--- config.mk ---
export PLATFORM = sky130hd
export DESIGN_NAME = fnd_scan_controller
export DESIGN_NICKNAME = d
export VERILOG_FILES = /design/src/rtl/fnd_pkg.sv /design/src/rtl/fnd_prescaler.sv /design/src/rtl/fnd_scan_controller.sv
export SDC_FILE = /design/constraint.sdc
export NUM_CORES = 1
export LEC_CHECK = 0
export BUFFER_PORTS_ARGS = -buffer_cell sky130_fd_sc_hd__clkbuf_2
export CAP_MARGIN = 5
export CORE_ASPECT_RATIO = 0.7
export CORE_MARGIN = 2
export CORE_UTILIZATION = 39
export CTS_BUF_LIST = sky130_fd_sc_hd__clkbuf_4 sky130_fd_sc_hd__clkbuf_8 sky130_fd_sc_hd__clkbuf_16
export CTS_CLUSTER_SIZE = 40
export DETAILED_ROUTE_END_ITERATION = 10
export PLACE_DENSITY_LB_ADDON = 0.1
export SYNTH_ARGS = -nofsm -noshare
export SYNTH_HDL_FRONTEND = slang
export SYNTH_SLANG_ARGS = --single-unit
--- constraint.sdc ---
create_clock -name i_clk -period 2.5 [get_ports i_clk]
set_input_delay 0.5 -clock i_clk [delete_from_list [all_inputs] [get_ports i_clk]]
set_output_delay 0.5 -clock i_clk [all_outputs]
set_load 0.1 [all_outputs]
--- src/rtl/fnd_pkg.sv ---
// ----------------------------------------------------------------------------
// fnd_pkg
// Shared definitions for the 4-digit FND scan logic.
//   FND_DIGITS      number of digits on the display
//   FND_SEL_W       width of a digit index
//   scan_state_e    per-slot visibility state (SCAN_BLANK, SCAN_SHOW)
//   fnd_next_digit  next enabled digit after sel, searched cyclically;
//                   returns sel unchanged when no digit is enabled
// ----------------------------------------------------------------------------
package fnd_pkg;

    localparam int FND_DIGITS = 4;
    localparam int FND_SEL_W  = 2;

    typedef enum logic {
        SCAN_BLANK = 1'b0,
        SCAN_SHOW  = 1'b1
    } scan_state_e;

    // Candidates are sel+1, sel+2, sel+3 and finally sel itself (offset 4
    // wraps to 0 in FND_SEL_W bits), so a lone enabled current digit is
    // re-selected and an all-zero mask leaves sel untouched.
    function automatic logic [FND_SEL_W-1:0] fnd_next_digit(
        input logic [FND_SEL_W-1:0]  sel,
        input logic [FND_DIGITS-1:0] mask
    );
        logic [FND_SEL_W-1:0] nxt;
        logic [FND_SEL_W-1:0] cand;
        logic                 found;
        nxt   = sel;
        found = 1'b0;
        for (int i = 1; i <= FND_DIGITS; i++) begin
            cand = sel + FND_SEL_W'(i);
            if (!found && mask[cand]) begin
                nxt   = cand;
                found = 1'b1;
            end
        end
        return nxt;
    endfunction

endpackage

--- src/rtl/fnd_prescaler.sv ---
// ----------------------------------------------------------------------------
// fnd_prescaler
// Slot timer: counts 0..DIV-1 and flags the last cycle of each slot.
//   i_clk      system clock, rising edge
//   i_reset_n  asynchronous active-low reset
//   i_hold     freezes the count while high
//   o_count    current position inside the slot
//   o_wrap     high in the cycle the count wraps (count = DIV-1, no hold)
// ----------------------------------------------------------------------------
module fnd_prescaler #(
    parameter  int unsigned DIV = 25000,
    localparam int unsigned CW  = $clog2(DIV)
) (
    input  logic          i_clk,
    input  logic          i_reset_n,
    input  logic          i_hold,
    output logic [CW-1:0] o_count,
    output logic          o_wrap
);

    localparam logic [CW-1:0] LAST = CW'(DIV - 1);

    logic [CW-1:0] count_q;
    logic [CW-1:0] count_d;

    assign o_wrap  = (count_q == LAST) && !i_hold;
    assign o_count = count_q;

    always_comb begin
        count_d = count_q;
        if (o_wrap) begin
            count_d = '0;
        end else if (!i_hold) begin
            count_d = count_q + CW'(1);
        end
    end

    always_ff @(posedge i_clk or negedge i_reset_n) begin
        if (!i_reset_n) begin
            count_q <= '0;
        end else begin
            count_q <= count_d;
        end
    end

endmodule

--- src/rtl/fnd_scan_controller.sv ---
// ----------------------------------------------------------------------------
// fnd_scan_controller
// Time-multiplexed scanner for a 4-digit FND. Steps through the enabled
// digits, one DIV-cycle slot each, and optionally blanks the first BLANK
// cycles of every slot to suppress ghosting.
//   i_clk          system clock, rising edge
//   i_reset_n      asynchronous active-low reset
//   i_digitMask    bit n = 1 enables digit n
//   i_hold         freezes slot timing, digit and blank/show state
//   o_digitSelect  digit currently scanned (registered)
//   o_en           decoder enable: slot visible and digit enabled (registered)
//   o_tick         one-cycle pulse in the first cycle of each slot (registered)
// Build option: define FND_SCAN_BLANK_EN to compile the blanking window.
// Without it the slot is visible for its full length and BLANK is ignored.
// ----------------------------------------------------------------------------
module fnd_scan_controller
    import fnd_pkg::*;
#(
    parameter int unsigned DIV   = 25000,
    parameter int unsigned BLANK = 1000
) (
    input  logic                  i_clk,
    input  logic                  i_reset_n,
    input  logic [FND_DIGITS-1:0] i_digitMask,
    input  logic                  i_hold,
    output logic [FND_SEL_W-1:0]  o_digitSelect,
    output logic                  o_en,
    output logic                  o_tick
);

    localparam int unsigned CW = $clog2(DIV);

`ifdef FND_SCAN_BLANK_EN
    localparam scan_state_e   STATE_RST  = SCAN_BLANK;
    localparam logic [CW-1:0] BLANK_LAST = CW'((BLANK > 0) ? BLANK - 1 : 0);
`else
    localparam scan_state_e   STATE_RST  = SCAN_SHOW;
`endif

    logic [CW-1:0]        slot_count;
    logic                 slot_wrap;

    scan_state_e          state_q;
    scan_state_e          state_d;
    logic [FND_SEL_W-1:0] sel_q;
    logic [FND_SEL_W-1:0] sel_d;
    logic                 en_q;
    logic                 en_d;
    logic                 tick_q;
    logic                 tick_d;

    fnd_prescaler #(
        .DIV (DIV)
    ) u_prescaler (
        .i_clk     (i_clk),
        .i_reset_n (i_reset_n),
        .i_hold    (i_hold),
        .o_count   (slot_count),
        .o_wrap    (slot_wrap)
    );

`ifndef FND_SCAN_BLANK_EN
    // Slot position and BLANK only matter for the blanking window.
    logic unused_cfg;
    assign unused_cfg = ^{slot_count, BLANK[0]};
`endif

    // Next-state and output logic. slot_wrap already includes !i_hold, so
    // a held cycle leaves sel and the state untouched and never ticks.
    always_comb begin
        state_d = state_q;
        sel_d   = sel_q;
        tick_d  = slot_wrap;

        if (slot_wrap) begin
            sel_d = fnd_next_digit(sel_q, i_digitMask);
        end

`ifdef FND_SCAN_BLANK_EN
        unique case (state_q)
            SCAN_BLANK: begin
                // With BLANK = 0 the window is empty: leave at once (only
                // reachable straight out of reset).
                if (slot_wrap) begin
                    state_d = (BLANK == 0) ? SCAN_SHOW : SCAN_BLANK;
                end else if (!i_hold && (BLANK == 0 || slot_count == BLANK_LAST)) begin
                    state_d = SCAN_SHOW;
                end
            end
            SCAN_SHOW: begin
                if (slot_wrap) begin
                    state_d = (BLANK == 0) ? SCAN_SHOW : SCAN_BLANK;
                end
            end
            default: state_d = SCAN_BLANK;
        endcase
`else
        state_d = SCAN_SHOW;
`endif

        // Look ahead to the next-cycle state and digit so the registered
        // enable lines up with the registered digit select.
        en_d = (state_d == SCAN_SHOW) && i_digitMask[sel_d];
    end

    always_ff @(posedge i_clk or negedge i_reset_n) begin
        if (!i_reset_n) begin
            state_q <= STATE_RST;
            sel_q   <= '0;
            en_q    <= 1'b0;
            tick_q  <= 1'b0;
        end else begin
            state_q <= state_d;
            sel_q   <= sel_d;
            en_q    <= en_d;
            tick_q  <= tick_d;
        end
    end

    assign o_digitSelect = sel_q;
    assign o_en          = en_q;
    assign o_tick        = tick_q;

endmodule

==> results of run 1 <==
stage by stage:
stage	util [%]	total power [W]	area (sq um)	hold slack [ps]
CTS	46.9	0.000743	1150	201
finish	46.9	0.000733	1150	188
global route	46.9	0.000782	1150	219
detailed placement	44.9	0.000522	1100	480
floorplan	-	0.000483	1010	204
global placement	44.9	0.000521	1100	483
routing by layer:
metal / GRT usage (%) / vias to the layer above
li1: - / 360
met1: 20.1 / 347
met2: 19.8 / 15
met3: 5.87 / 2
met4: 3.83 / 0
met5: 0 / -
Yosys cell counts:
cell / n
nor4b_1: 2
a21oi_1: 6
o221ai_1: 1
dfrtp_1: 19
and3b_2: 1
xnor2_1: 8
xor2_1: 3
a21boi_0: 1
mux4_2: 1
nor2_1: 4
nand2b_1: 1
nand2_1: 8
o31ai_1: 1
or2_2: 1
nor3b_1: 1
mux2_4: 1
ha_1: 1
inv_1: 5
nor4bb_1: 2
nor4_4: 1
or3_1: 2
nand4b_1: 1
buf_1: 1
and4bb_2: 1
buf_4: 1
nor4b_2: 1
a21o_1: 1
nand4_1: 3
nand3_1: 3
nor3_1: 3
nor4_1: 1
and4_1: 2
o21ai_0: 2
nand4b_4: 1
a31oi_1: 1
power groups by stage:
stage	combinational [W]	clock, W	sequential, W
after floorplan	0.0000741	0	0.000408
after global placement	0.000105	0	0.000416
after detailed placement	0.000106	0	0.000416
after CTS	0.000106	0.000226	0.000411
after global routing	0.000120	0.000245	0.000417
final	0.000105	0.000216	0.000412
cells by family (layout without fill, tap and decap cells):
kind of cell	count (synthesis)	count (layout)
adder cells (fa/ha/maj)	1	1
AND/OR/NAND/NOR	39	39
buffers and inverters	7	21
multiplexers	2	2
XOR/XNOR	11	11
flip-flops	19	19
AO/OA/AOI/OAI	13	13
registers in the layout, indices dropped and copies added (netlist names):
signal,count
o_digitSelect,2
o_en,1
o_tick,1
u_prescaler.o_count,15
worst max path at each step:
stage	startpoint	to	slack, ps	cells past startpoint
floorplan	o_digitSelect[1]	o_en	190	6
global placement	i_hold	o_en	460	6
detailed placement	i_hold	o_en	420	6
CTS	u_prescaler.o_count[0]	o_en	480	6
global route	u_prescaler.o_count[0]	o_en	400	6
finish	u_prescaler.o_count[0]	o_en	500	6
worst reg2reg max path: stages, from the launching register on:
cell      delay [ps]
dfrtp_1          390
ha_1             250
nand4b_4         120
nor4b_2          230
nand3_1          130
mux2_4           320
mux4_2           420
cell type report:
cell class	instances	area [sq um]	share of cell area, %
sequential	19	475	41.2
timing repair buffer	12	65.1	5.64
inverter	5	18.8	1.63
multi-input combinational	66	503	43.6
clock buffer	4	48.8	4.23
tap	34	42.5	3.69
==> results by group, run 1 <==
Logic synthesis
  – Post-Synth Simple-Gate Area: 27.7%
  – Synthesized-area fraction occupied by adder cells: 1.24%
  – Cell count after synthesis: 92
  – Count of cell types in the netlist: 35
  – Mean Syn Cell Area: 11.0 sq um
  – Syn Nets: 100
  – Leading area contributor after synthesis: dfrtp_1
  – Post-Synth XOR/XNOR Area: 9.55%
  – Post-Syn Area: 1010 sq um
  – Top cells by area, synth: dfrtp_1, xnor2_1, a21oi_1
  – Post-synthesis mux area share: 3.72%
  – Post-synth top area share: 47.1%
  – #FFs+latches synth: 19
  – Compound-gate portion of the synthesized area: 7.69%
  – Largest family of logic cells by synthesized area: simple AND/OR/NAND/NOR gates
  – Post-synthesis sequential area ratio: 47.1%
  – Synth warn: 0

Floorplanning
  – Total core area: 2460 sq um
  – Initial Util: 41.0%
  – Die Span Y: 46.5 microns
  – IO Pins: 11
  – Row Count: 15
  – Die ar.: 3020 sq um
  – Die Width: 64.8 microns

Detailed routing
  – DRC viols: 0
  – Met2 wire length: 777 microns
  – DRT Wirelength: 1.84 mm
  – Routed WL per cell: 13.2 microns
  – Vias per Instance: 5.17
  – Vias post-DR: 724
  – WL met3: 90 microns
  – Drt initial violations: 47
  – Wl on met1: 964 microns
  – DR pass1 iterations: 4
  – Top routing layer in use: met4
  – Final ANT Viol Nets: 0

GRT
  – First-pass GRT wire length: 3.04 mm
  – Global Route Usage Sum: 14.2%
  – Initial antenna violation count: 0
  – Number of global-route vias before repair: 639
  – Overflow left after global routing: 0
  – Pin count of the biggest net entering global routing: 20

Clocking
  – CTS clock-pin slew for the worst setup and hold paths: 70 ps
  – Hold-fix buffers, CTS: 0
  – Post-cts resize count: 0
  – Num CTS Buffers: 3
  – Worst-Skew Late Latency: 250 ps
  – Clock sinks: 19
  – Htree depth: 1
  – Setup Fix Bufs, Post-CTS: 0
  – Clock Tree Root: clkbuf_8
  – TritonCTS clock tree: done
  – Clock tree buffer depth: 2

Layout
  – P&R area growth vs syn: 14.4%
  – Commonest non-fill, non-tap cell in the layout: dfrtp_1
  – Most frequent cells in the layout: dfrtp_1, clkbuf_2, nand2_1, xnor2_1, a21oi_1
  – Layout Cells excl Fill: 140
  – Share of cells above drive strength 1: 22.6%
  – Filler cells: 235
  – Nets@finish: 115
  – ANT cells: 0

Place
  – DP HPWL: 1.38 mm
  – Port Buffers: 10
  – Placed cells: 136
  – GP Congestion: 0.761
  – Dpl ws: 417 ps

Timing
  – Final hold vios: 0
  – Minimum clock period: 2000 ps
  – Worst slew pin tran: 537 ps
  – Final period util: 79.9%
  – Slew margin rel.: 64.3%
  – Slew Limit Fails: 0
  – Fin Clk Skew: 3.34 ps
  – RSZ-0062 raised after global routing: false
  – Fmax: 0.500 GHz
  – Setup Viol. Count Final: 0
  – Post-route worst setup slack: 501 ps
  – Setup TNS: 0 ps

Critical path
  – CP Max Fanout: 4
  – Worst setup EP type: flop
  – Worst reg2reg path endpoint: o_en
  – FF-to-FF Start: u_prescaler.o_count[0]
  – Critical Path RT: 2620 ps
  – Slowest-stage cell, CP: mux4_2
  – Cells on worst reg2reg path: 6
  – R2r setup slk: 500 ps
  – Crit-path cells: ha_1, nand4b_4, nor4b_2, nand3_1, mux2_4, mux4_2
  – Largest stage delay on the critical path: 420 ps
  – Buf/Inv on CP: 0
  – Top Family by Delay on Critical Path: multiplexers
  – Critical path arrival: 2120 ps
  – Startpoint Class: flop
  – Kind of critical path: flop to flop

Power and ir drop
  – Max IR drop VDD: 0.000411 V
  – Clock Power Share: 29.5%
  – Logic pwr share: 14.4%
  – Internal: 0.000522 W
  – Switching share of power: 28.7%
  – Power Density: 635 nW/um^2
  – Switching power: 0.000210 W
  – P_leak: 0.516 nW
  – Sequential Power Share: 56.2%

Run
  – Max Cap Viol: 0

Run status
  – Status: finished clean

Min path
  – Hold Crit Class: primary input to asynchronous set/reset pin
(Power assumes the default switching activity.)
==> run 2: changes to the inputs <==
- ABC_AREA: default -> 1
- clock period: 2.5 -> 1.6 ns (I/O delays scaled with it)
==> run 2 against run 1 <==
  * Clock-buffer cell count is the same
  * Sequential power grew 63%
  * The flow now finishes with violations (setup timing)
  * Critical endpoint unchanged
  * Critical path depth grew 7
  * Final cell count grew 99%
  * First-iteration DRC count grew 85%
  * Non-clock buffer count grew 26
  * Die area grew 31%
  * Synthesized cell count grew 110%
  * Largest power group unchanged
  * Worst setup slack lost 520 ps
  * Worst hold slack lost 180 ps
  * Total power grew 120%
==> results by group, run 2 <==
Run status
  – Status: finished, violations left
  – Failing checks: setup timing

Logic synthesis
  – Count of cell types in the netlist: 29 (-17%)
  – Post-synth EDFFs: 0 (unchanged)
  – Post-synth ARST share: 100% (unchanged)
  – Post-Syn Area: 1350 sq um (+33%)
  – Most frequent cell after synthesis: nand2_1
  – Post-synth top area share: 35.3% (-12 points)
  – Main flop type after synthesis: dfrtp_1
  – Post-synthesis sequential area ratio: 35.3% (-12 points)
  – Top cells by area, synth: dfrtp_1, nand2_1, nand3_1
  – Leading area contributor after synthesis: dfrtp_1
  – Mean Syn Cell Area: 7.04 sq um (-36%)
  – Synth cell count leaders: nand2_1, inv_1, nand3_1
  – Synth warn: 0 (unchanged)
  – Cell count after synthesis: 191 (+110%)
  – #FFs+latches synth: 19 (unchanged)
  – Syn Nets: 199 (+99%)

Clocking
  – CTS clock-pin slew for the worst setup and hold paths: 70 ps (about the same)
  – Clock sinks: 19 (unchanged)
  – Worst-Skew Late Latency: 250 ps (about the same)
  – TritonCTS clock tree: done
  – Num CTS Buffers: 3 (unchanged)
  – Clock Tree Root: clkbuf_8
  – Hold-fix buffers, CTS: 0 (unchanged)
  – Htree depth: 1 (unchanged)
  – Clock tree buffer depth: 2 (unchanged)

Timing
  – Slew Limit Fails: 0 (unchanged)
  – Final period util: 101% (+21 points)
  – Post-route worst setup slack: -19.5 ps (-521 ps)
  – Worst slew pin tran: 540 ps (+2.40 ps)
  – Fmax: 0.617 GHz (+23%)
  – Fin Clk Skew: 4.46 ps (+1.12 ps)
  – Slew margin rel.: 64.2% (-0.16 points)
  – RSZ-0062 raised after global routing: true
  – Minimum clock period: 1620 ps (-379 ps)
  – Setup Viol. Count Final: 1 (+1)
  – Final hold slack: 3.51 ps (-185 ps)
  – Final hold vios: 0 (unchanged)

GRT
  – First-pass GRT wire length: 5.62 mm (+85%)
  – Overflow left after global routing: 0 (unchanged)
  – Global Route Usage Sum: 18.7% (+4.5 points)
  – Number of global-route vias before repair: 1,244 (+95%)
  – Pin count of the biggest net entering global routing: 20 (unchanged)
  – Initial antenna violation count: 0 (unchanged)

Detailed routing
  – Vias post-DR: 1,376 (+90%)
  – Drt initial violations: 87 (+85%)
  – Routed WL per cell: 12.0 microns (-8.8%)
  – DRC viols: 0 (unchanged)
  – Final ANT Viol Nets: 0 (unchanged)
  – DR pass1 iterations: 4 (unchanged)
  – Vias per Instance: 4.93 (-4.6%)
  – DRT Wirelength: 3.35 mm (+82%)

Floorplanning
  – Row Count: 17 (+2)
  – Total core area: 3210 sq um (+31%)
  – IO Pins: 11 (unchanged)
  – Die ar.: 3940 sq um (+31%)
  – Die Width: 74.2 microns (+15%)
  – Initial Util: 41.9% (+0.86 points)
  – Die Span Y: 53.1 microns (+14%)

Critical path
  – Critical Path RT: 1740 ps (-880 ps)
  – Critical path arrival: 1760 ps (-360 ps)
  – CP Max Fanout: 6 (+2)
  – Startpoint Class: flop
  – Buf/Inv on CP: 1 (+1)
  – Worst setup EP type: flop
  – Crit-path cells: buf_6, nand2_2, nand3_2, nand2_2, nor2_4, nand2_1, nand2_1, nand2_2, nand2_4, nand2_4, nand2_1, nand3_1, nand2_1
  – Top Family by Delay on Critical Path: simple AND/OR/NAND/NOR gates
  – Slowest-stage cell, CP: dfrtp_4
  – Largest stage delay on the critical path: 540 ps (+120 ps)
  – Kind of critical path: flop to flop
  – Most common cell on crit path: nand2_1

Layout
  – Final Instance Area: 1890 sq um (+64%)
  – Most frequent cells in the layout: nand2_1, buf_4, inv_1
  – Commonest non-fill, non-tap cell in the layout: nand2_1
  – ANT cells: 0 (unchanged)
  – Max FFs per register: 15 (unchanged)
  – Share of cells above drive strength 1: 41.4% (+19 points)
  – Nets@finish: 241 (+110%)
  – P&R area growth vs syn: 40.8%

Place
  – Placed inst area: 1620 sq um (+47%)
  – DP HPWL: 2.52 mm (+82%)
  – Port Buffers: 10 (unchanged)
  – GP Congestion: 0.885 (+16%)

Min path
  – Hold Crit Class: primary input to asynchronous set/reset pin

Power and ir drop
  – P_leak: 0.965 nW (+87%)
  – Max IR drop VDD: 0.000597 V (+45%)
  – Power Density: 840 nW/um^2 (+32%)
  – Total power: 0.00159 W (+120%)

Run
  – Max Cap Viol: 0 (unchanged)
run 2: cell types whose count changed in the layout (fill, tap and decap cells not counted), sizes merged, moves of 6 or more:
cell	before	now
nand2	8	65
nor2	4	19
xnor2	8	2
nand3	3	23
inv	5	28
buf	2	30
run 2: worst reg2reg max path, delay by kind of cell, from the launching register on:
kind | cells | cell delay (ps)
and+or+nand+nor | 12 | 810
buffers and inverters | 1 | 160
DFF | 1 | 540
run 2: cell families after synthesis:
family | after synthesis | synth area share (%)
AOI/OAI and AO/OA | 14 | 5.77
xor gates and xnor gates | 5 | 3.26
adders and majority gates | 1 | 0.930
buffers and inverters | 32 | 9.86
DFF | 19 | 35.3
and+or+nand+nor | 120 | 44.8
run 2: final cells by class:
| class | instances | area [sq um] |
|---|---|---|
| clock buffers | 4 | 48.8 |
| fillers | 288 | 1320 |
| inverters | 31 | 133 |
| multi-input cells | 140 | 886 |
| flip-flops and latches | 19 | 483 |
| well taps | 47 | 58.8 |
| repair buffers | 38 | 285 |
run 2: power breakdown:
part	switching (W)	internal (W)	total [W]
Clock	0.000152	0.000194	0.000346
Combinational	0.000346	0.000228	0.000574
Sequential	0.0000972	0.000574	0.000671
run 2: timing repair:
action	CTS	global route
setup endpoints to repair	2	9
endpoints found under the hold margin	0	0
pin swaps	12	10
buffers inserted	7	3
gates resized for setup	15	26
run 2: per-layer routing:
layer	global-route usage, %	share of wire, %	up-vias
met5	0	0	-
met4	1.82	0.48	0
met2	30.7	46	29
li1	-	-	691
met3	3.43	3.3	2
met1	26.5	50	654
run 2: final timing paths:
path | startpoint | end | slack (ps) | depth (start not counted)
min | i_reset_n | u_prescaler.o_count[7] | 4 | 1
min in group i_clk | i_hold | u_prescaler.o_count[1] | 430 | 3
max in group asynchronous | i_reset_n | o_digitSelect[0] | 1230 | 1
min reg2reg | u_prescaler.o_count[13] | u_prescaler.o_count[13] | 550 | 1
max | o_digitSelect[0] | o_en | -20 | 13
max reg2reg | o_digitSelect[0] | o_en | -20 | 13
run 2: through the flow:
stage | setup TNS, ps | cells | worst slack (ps) | util [%]
final | -19.5 | 279 | -19.5 | 59.0
after global routing | -414 | 279 | -120 | 59.0
after CTS | -50.5 | 276 | -20.9 | 55.2
after detailed placement | -116 | 265 | -89.6 | 50.4
after global placement | -74.0 | 265 | -74.0 | 50.4
after floorplan | -172 | 191 | -156 | -
==> run 3: changes to the inputs <==
- PLACE_DENSITY: default -> 0.63
- PLACE_DENSITY_LB_ADDON: 0.1 -> default
- RECOVER_POWER: default -> 25
==> run 3 against run 2 <==
  * The run still ends with setup timing left
  * Non-clock buffer count unchanged
  * Register-to-register slack worse by 30 ps
  * Sequential share of layout area rose by 0.085 points
  * Worst hold slack improved by 210 ps
  * Routed wire length is 6.8% lower
  * Via count down 5.5%
  * Highest routed layer is now met3
==> results by group, run 3 (same netlist as run 2, synthesis figures left out) <==
Detailed routing
  – Routed WL per cell: 11.1 microns (-7.1%)
  – DRT Wirelength: 3.12 mm (-6.8%)
  – DR pass1 iterations: 4 (unchanged)
  – Vias per Instance: 4.64 (-5.9%)
  – Drt initial violations: 89 (+2.3%)
  – DRC viols: 0 (unchanged)
  – Final ANT Viol Nets: 0 (unchanged)
  – Vias post-DR: 1,300 (-5.5%)

Layout
  – Share of cells above drive strength 1: 41.6% (+0.25 points)
  – Most frequent cells in the layout: nand2_1, buf_4, inv_1
  – Layout Cells excl Fill: 280 (+0.36%)
  – ANT cells: 0 (unchanged)
  – Max FFs per register: 15 (unchanged)
  – Commonest non-fill, non-tap cell in the layout: nand2_1
  – P&R area growth vs syn: 40.4%
  – Nets@finish: 242 (+0.41%)
  – Util after Layout: 58.8% (-0.19 points)
  – Final Instance Area: 1890 sq um (-0.33%)

Critical path
  – Worst setup EP type: flop
  – FF-to-FF Start: o_digitSelect[0]
  – Worst reg2reg path endpoint: o_en
  – Cells on worst reg2reg path: 14 (+1)
  – Crit-path cells: inv_8, nand2_2, nand2_4, nand2_4, nand2_4, nand2_2, nand2_2, nand2_2, nand2_2, nand2_2, nand2_2, nand2_1, nand3_1, nand2_1
  – Kind of critical path: flop to flop
  – Slowest-stage cell, CP: dfrtp_4
  – CP startpoint: o_digitSelect[0]
  – CP Capture Point: o_en
  – Largest stage delay on the critical path: 570 ps (+30 ps)
  – Startpoint Class: flop
  – Most common cell on crit path: nand2_2
  – Critical Path RT: 1750 ps (about the same)
  – CP Max Fanout: 7 (+1)
  – R2r setup slk: -40 ps (-30 ps)
  – Critical path arrival: 1790 ps (+30 ps)

Min path
  – Hold Crit Class: primary input to asynchronous set/reset pin

GRT
  – Overflow left after global routing: 0 (unchanged)
  – Pin count of the biggest net entering global routing: 20 (unchanged)
  – Initial antenna violation count: 0 (unchanged)
  – Global Route Usage Sum: 17.0% (-1.7 points)
  – Number of global-route vias before repair: 1,116 (-10%)
  – First-pass GRT wire length: 5.04 mm (-10%)

Place
  – Placed cells: 271 (+2.3%)
  – Port Buffers: 10 (unchanged)
  – Placed inst area: 1670 sq um (+2.8%)
  – DP HPWL: 2.36 mm (-6.3%)
  – GP Congestion: 0.821 (-7.3%)

Timing
  – Minimum clock period: 1640 ps (+25.4 ps)
  – Final period util: 103% (+1.6 points)
  – Final hold vios: 0 (unchanged)
  – Slew margin rel.: 32.8% (-31 points)
  – Final hold slack: 211 ps (+207 ps)
  – Fin Clk Skew: 4.29 ps (-0.165 ps)
  – Fmax: 0.608 GHz (-1.5%)
  – Worst slew pin tran: 1010 ps (+467 ps)
  – Setup Viol. Count Final: 4 (+3)
  – RSZ-0062 raised after global routing: true
  – Slew Limit Fails: 0 (unchanged)
  – Post-route worst setup slack: -44.9 ps (-25.4 ps)

Floorplanning
  – Initial Util: 41.9% (unchanged)
  – Die ar.: 3940 sq um (unchanged)
  – Die Width: 74.2 microns (unchanged)
  – IO Pins: 11 (unchanged)
  – Row Count: 17 (unchanged)
  – Total core area: 3210 sq um (unchanged)
  – Die Span Y: 53.1 microns (unchanged)

Run status
  – Status: finished, violations left
  – Failing checks: setup timing

Clocking
  – Clock Tree Root: clkbuf_8
  – Num CTS Buffers: 3 (unchanged)
  – CTS clock-pin slew for the worst setup and hold paths: 70 ps (about the same)
  – Htree depth: 1 (unchanged)
  – Clock sinks: 19 (unchanged)
  – Worst-Skew Late Latency: 250 ps (about the same)
  – TritonCTS clock tree: done
  – Clock tree buffer depth: 2 (unchanged)

Power and ir drop
  – P_leak: 0.960 nW (-0.50%)
  – Max IR drop VDD: 0.000576 V (-3.6%)
  – Total power: 0.00154 W (-3.0%)
  – Power Density: 818 nW/um^2 (-2.7%)

Run
  – Max Cap Viol: 0 (unchanged)
[run 3: cell count changes in the layout (fill, tap and decap cells not counted), sizes merged]
cell	delta
clkbuf	-1
inv	+2
[run 3: what timing repair did]
item | in CTS | in global routing
endpoints found under the setup margin | 2 | 8
hold buffers | 0 | 0
pin swaps | 8 | 12
setup buffers | 3 | 2
cloned | 1 | 0
resized for setup | 17 | 22
[run 3: where the power goes]
part | switching (W) | total, W | internal (W)
registers | 0.000103 | 0.000677 | 0.000574
logic | 0.000327 | 0.000538 | 0.000211
clock network | 0.000156 | 0.000329 | 0.000173
[run 3: worst min-delay path by stage]
stage	endpoint	from	slack, ps
3_5_place_dp	u_prescaler.o_count[5]	i_reset_n	300
2_1_floorplan	o_en	i_reset_n	20
5_1_grt	u_prescaler.o_count[5]	i_reset_n	290
3_3_place_gp	u_prescaler.o_count[5]	i_reset_n	300
4_1_cts	u_prescaler.o_count[5]	i_reset_n	20
6_report	u_prescaler.o_count[5]	i_reset_n	210
[run 3: cell type report]
cell class,count,area (sq um)
timing repair inverter,1,6.26
inverter,31,126
clock buffer,3,41.3
multi-input combinational,140,887
timing repair buffer,38,280
fill,311,1320
clock inverter,1,5.00
sequential,19,483
tap,47,58.8
[run 3: stage by stage]
| stage | TNS [ps] | worst slack [ps] |
|---|---|---|
| after CTS | -21.5 | -12.2 |
| after global placement | -64.3 | -64.3 |
| final | -89.7 | -44.9 |
| after global routing | -496 | -143 |
| after detailed placement | -82.1 | -80.3 |
| after floorplan | -172 | -156 |
[run 3: worst max-delay path, delay by kind of cell, from the launching register on]
family	cells	cell delay, ps
flops	1	570
buf+inv	1	110
simple gates	13	850
[run 3: routing by layer]
layer / GRT usage, % / up-vias / part of all wire, %
li1: - / 690 / -
met1: 28.2 / 583 / 55
met2: 22.0 / 27 / 40
met3: 4.38 / 0 / 5.4
met4: 0.909 / 0 / 0
met5: 0 / - / 0
